--- config.mk ---
export PLATFORM = sky130hd
export DESIGN_NAME = frame_tx_sequencer
export DESIGN_NICKNAME = d
export VERILOG_FILES = /design/src/rtl/frame_tx_pkg.sv /design/src/rtl/bit_timer.sv /design/src/rtl/frame_tx_sequencer.sv
export SDC_FILE = /design/constraint.sdc
export NUM_CORES = 1
export LEC_CHECK = 0
export CAP_MARGIN = 40
export CORE_MARGIN = 2
export CORE_UTILIZATION = 30
export CTS_BUF_LIST = sky130_fd_sc_hd__clkbuf_4 sky130_fd_sc_hd__clkbuf_8 sky130_fd_sc_hd__clkbuf_16
export DETAILED_ROUTE_END_ITERATION = 6
export HOLD_SLACK_MARGIN = 0.03
export SKIP_CTS_REPAIR_TIMING = 1
export SLEW_MARGIN = 20
export SYNTH_ARGS = -nofsm -noshare
export SYNTH_HDL_FRONTEND = slang
export SYNTH_HIERARCHICAL = 1
export SYNTH_SLANG_ARGS = --single-unit
--- constraint.sdc ---
create_clock -name clk -period 2.88 [get_ports clk]
set_input_delay 0.576 -clock clk [delete_from_list [all_inputs] [get_ports clk]]
set_output_delay 0.576 -clock clk [all_outputs]
set_load 0.05 [all_outputs]
--- src/rtl/frame_tx_pkg.sv ---
// Shared types and constants for the switch-driven frame transmitter.
package frame_tx_pkg;

  typedef enum logic [2:0] {
    IDLE  = 3'd0,
    START = 3'd1,
    DATA  = 3'd2,
    STOP  = 3'd3,
    DONE  = 3'd4
  } state_e;

  // Field map of the 10-bit switch word
  localparam int CH_MSB  = 9;
  localparam int CH_LSB  = 8;
  localparam int PAY_MSB = 7;
  localparam int PAY_LSB = 0;

  // Bit period in clk cycles after reset
  localparam int DEFAULT_DIV = 100;

endpackage

--- src/rtl/bit_timer.sv ---
// Bit-slot timer: counts 0..period-1 while enabled and flags the last cycle.
// The count only returns to zero through clr, so the owner clears it on every
// tick to start the next slot.
module bit_timer #(
  parameter int DIV_W = 10
) (
  input  logic             clk,
  input  logic             rst,
  input  logic             clr,
  input  logic             en,
  input  logic [DIV_W-1:0] period,
  output logic             tick
);

  localparam logic [DIV_W-1:0] ONE = DIV_W'(1);

  logic [DIV_W-1:0] count_q;
  logic [DIV_W-1:0] count_d;

  assign tick = en && (count_q == (period - ONE));

  // Next count: clear has priority, otherwise advance while enabled
  always_comb begin
    count_d = count_q;
    if (clr) begin
      count_d = '0;
    end else if (en) begin
      count_d = count_q + ONE;
    end
  end

  // Count register
  always_ff @(posedge clk or negedge rst) begin
    if (!rst) begin
      count_q <= '0;
    end else begin
      count_q <= count_d;
    end
  end

endmodule

--- src/rtl/frame_tx_sequencer.sv ---
// Frame transmitter controller: captures channel + payload from SW on a start
// edge and shifts a start/8-data/stop frame onto one of four idle-high lines.
module frame_tx_sequencer #(
  parameter int DATA_W      = 8,
  parameter int DIV_W       = 10,
  parameter int DEFAULT_DIV = frame_tx_pkg::DEFAULT_DIV
) (
  input  logic       clk,
  input  logic       rst,
  input  logic       init,
  input  logic       start,
  input  logic       sel,
  input  logic       mode,
  input  logic [9:0] SW,
  output logic [7:0] out,
  output logic       busy,
  output logic       done
);

  import frame_tx_pkg::*;

  state_e            state_q, state_d;
  logic [DIV_W-1:0]  period_q, period_d;
  logic              start_q, start_d;
  logic [1:0]        ch_q, ch_d;
  logic [DATA_W-1:0] pay_q, pay_d;
  logic              mode_q, mode_d;
  logic [2:0]        idx_q, idx_d;
  logic              done_seen_q, done_seen_d;

  logic              start_edge;
  logic              tmr_clr;
  logic              tick;
  logic              data_bit;
  logic              line_bit;
  logic [3:0]        lines;
  logic [3:0]        status;

  assign start_d    = start;
  assign start_edge = start & ~start_q;
  assign busy       = (state_q == START) || (state_q == DATA) || (state_q == STOP);
  assign done       = (state_q == DONE);

  bit_timer #(
    .DIV_W (DIV_W)
  ) u_bit_timer (
    .clk    (clk),
    .rst    (rst),
    .clr    (tmr_clr),
    .en     (busy),
    .period (period_q),
    .tick   (tick)
  );

  // Next-state, latch updates and timer clear; every slot boundary clears the timer
  always_comb begin
    state_d     = state_q;
    period_d    = period_q;
    ch_d        = ch_q;
    pay_d       = pay_q;
    mode_d      = mode_q;
    idx_d       = idx_q;
    done_seen_d = done_seen_q;
    tmr_clr     = 1'b0;
    case (state_q)
      IDLE: begin
        if (init) begin
          // A zero period would never tick, so it is forced to one cycle
          period_d = (SW == 10'd0) ? DIV_W'(1) : DIV_W'(SW);
        end else if (start_edge) begin
          ch_d        = SW[CH_MSB:CH_LSB];
          pay_d       = SW[PAY_MSB:PAY_LSB];
          mode_d      = mode;
          idx_d       = 3'd0;
          done_seen_d = 1'b0;
          tmr_clr     = 1'b1;
          state_d     = START;
        end
      end
      START: begin
        if (tick) begin
          idx_d   = 3'd0;
          tmr_clr = 1'b1;
          state_d = DATA;
        end
      end
      DATA: begin
        if (tick) begin
          tmr_clr = 1'b1;
          if (idx_q == 3'd7) begin
            state_d = STOP;
          end else begin
            idx_d = idx_q + 3'd1;
          end
        end
      end
      STOP: begin
        if (tick) begin
          tmr_clr = 1'b1;
          state_d = DONE;
        end
      end
      DONE: begin
        done_seen_d = 1'b1;
        state_d     = IDLE;
      end
      default: begin
        state_d = IDLE;
      end
    endcase
  end

  // Control and latch registers
  always_ff @(posedge clk or negedge rst) begin
    if (!rst) begin
      state_q     <= IDLE;
      period_q    <= DIV_W'(DEFAULT_DIV);
      start_q     <= 1'b0;
      ch_q        <= 2'd0;
      pay_q       <= '0;
      mode_q      <= 1'b0;
      idx_q       <= 3'd0;
      done_seen_q <= 1'b0;
    end else begin
      state_q     <= state_d;
      period_q    <= period_d;
      start_q     <= start_d;
      ch_q        <= ch_d;
      pay_q       <= pay_d;
      mode_q      <= mode_d;
      idx_q       <= idx_d;
      done_seen_q <= done_seen_d;
    end
  end

  // Line drive and status view; only the latched channel ever leaves the idle level
  always_comb begin
    data_bit = mode_q ? pay_q[3'd7 - idx_q] : pay_q[idx_q];
    case (state_q)
      START:   line_bit = 1'b0;
      DATA:    line_bit = data_bit;
      default: line_bit = 1'b1;
    endcase
    lines       = 4'b1111;
    lines[ch_q] = line_bit;
    status      = sel ? {1'b0, idx_q} : {busy, done_seen_q, ch_q};
    out         = {status, lines};
  end

endmodule

==> metrics <==
status=completed; slowest CP cell=mux4_2; Worst Slack Setup Final=about 130 ps; PortBufs=25; Synth area leader=dfrtp_1; Post-Syn Area per Cell=about 10 µm²; All-Layer GR Usage=0.1298; min Tclk post-route=2748 ps; RSZ-0062 raised after global routing=yes; Vias/cell=4.850; Die Width=91.03 µm; Slew headroom=0.6470; Final GP Congestion=0.8859; slack of the worst reg-to-reg path=180 ps; largest net degree at the start of global routing=24; Worst Skew=5.902 ps; maximum root-to-sink buffer count=2; worst hold margin=210.9 ps; residual DRC count=0; floorplan row count=31; Met3 Wirelength=116 µm; CTS tree=yes; Mapped Cells=220; EDFF count, synth=0; cells along the critical path=mux4_2 -> mux2_4 -> nor3_4 -> o311ai_1 -> buf_4; overall power=2732 µW; vias in the first global route=1712; Area Growth Syn to Fin=25.28%; max incr delay on CP=520 ps; CP startpoint kind=flip-flop; H-Tree Depth=2; Routed met2 length=2.302 mm; leak pwr=0.001206 µW; antenna violations before repair=0; clock sink count=39; Vias=1712; Mapped Area=2272 µm²; root buf cell=clkbuf_8; yosys warns=6; library cells used by synthesis=46; met1 wire length=2.503 mm; post-route ant nets=0; most frequent cells in the layout=dfrtp_1, mux2_2, nand2_1, nor2_1, buf_4; most common cell after layout, fill and taps aside=dfrtp_1; GRT overflow=0; CP endpoint kind=output port; TNS Setup=0 ps; required time of the critical path=2300 ps; count of pins over their slew limit=0; Place WS=84.50 ps; crit share post-route=0.9540; Net Count, Synth=240; CP arrival=2170 ps; top cells by area, synth=dfrtp_1, mux2_2, xor2_1; FILL cells=757; worst-path fanout max=9; # setup viols final=0; CTS clk-pin slew, worst paths=70 ps; area share of the largest cell type after synthesis=0.3965; critical path's top delay family=multiplexers; worst min-delay path category=in -> async; Final #Nets=273; layout cell share with drive strength beyond 1=0.2717; total CTS buffers=5; DIE HEIGHT=91.03 µm; Avg WL per Cell=14.11 µm; Core Region=around 7300 µm²; Hold Vio Cnt, Final=0; Main synth FF type=dfrtp_1; Die Area=a little over 8000 µm²; top layer in use=met4; Crit Path Category=reg -> out; # diodes=0; Fmax=~0.36 GHz; Pre-antenna DRT Iters=4; Buf+Inv Stages, Crit Path=1; Seq/Total Area, Yosys=0.4312; clock latency on the worst-skew pair=290 ps; flops & latches, synth=39; ys async rst share=1.000; HPWL Detailed=3.830 mm; Pwr per Cell Area=959.6 nW/µm²; initial core utilization=0.3116; Max-Cap Viols=0; Ports=26; Worst Max-Slew Pin Slew=around 520 ps; Routed WL=4.980 mm; DRT iter0 DRCs=slightly above 100; worst vdd ir=0.5723 mV; Util after Layout=0.3904; global-route wire length before repair=8.652 mm
==> final timing paths <==
check / end / cells past startpoint / start
hold / removal: idx_q[1] / 1 / rst
max in group asynchronous: period_q[6] / 2 / rst
hold reg to reg: done_seen_q / 1 / done_seen_q
min in group clk: done_seen_q / 1 / done_seen_q
setup reg to reg: u_bit_timer/count_q[5] / 10 / period_q[3]
setup / recovery: out[1] / 5 / idx_q[0]
==> power breakdown <==
group / internal (µW) / total [µW] / switching [µW]
Sequential: 771 / 1030 / 260
Combinational: 574 / 1230 / 655
Clock: 280 / 470 / 190
Total: 1630 / 2730 / 1110
==> kinds of logic after synthesis <==
kind of cell,after synthesis,share of synthesized area
buffers and inverters,20,0.03909
XOR/XNOR,19,0.07324
adder cells (fa/ha/maj),4,0.02203
AO/OA/AOI/OAI,34,0.1096
multiplexers,31,0.1619
AND/OR/NAND/NOR,73,0.1630
flip-flops,39,0.4312
==> state kept, by name, summed over array words and instances, names as in the netlist, 2 cells and up <==
register,cells
period_q,10
idx_q,3
pay_q,8
state_q,3
u_bit_timer/count_q,10
ch_q,2
==> layout make-up <==
class	count	area, µm²	area share
multi-input combinational	161	1251	0.4396
timing repair buffer	37	335.3	0.1178
clock buffer	6	82.58	0.02901
clock inverter	2	35.03	0.01231
inverter	9	33.78	0.01187
tap	99	123.9	0.04352
sequential	39	984.7	0.3459
==> layer usage <==
layer  vias to the layer above  global-route usage
li1                        853                   -
met1                       829              0.1844
met2                        26              0.1944
met3                         4             0.02573
met4                         0             0.04924
met5                         -                   0
==> synthesized netlist by cell type (all sizes together), types with 5 or more instances <==
master and instances:
a21oi 7, buf 6, clkbuf 5, dfrtp 36, inv 9, mux2 23, mux2i 6, nand2 21
nand3 7, nor2 22, xnor2 8, xor2 11
==> worst reg2reg max path: stages, from the launching register on <==
cell and delay (ps):
dfrtp_1 410, nor4_4 370, nand3_2 130, or3_1 360, xnor2_1 180, a2111oi_4 350, nand2_1 100, nand2_2 110
o2111ai_4 160, or3_1 330, a21oi_1 140
==> per-stage QoR <==
stage | cells | area (µm²)
floorplan | 220 | 2296
global placement | 343 | 2661
detailed placement | 344 | 2689
CTS | 352 | 2806
global route | 353 | 2846
finish | 353 | 2846
No activity file was read; power rests on OpenSTA's default activity.
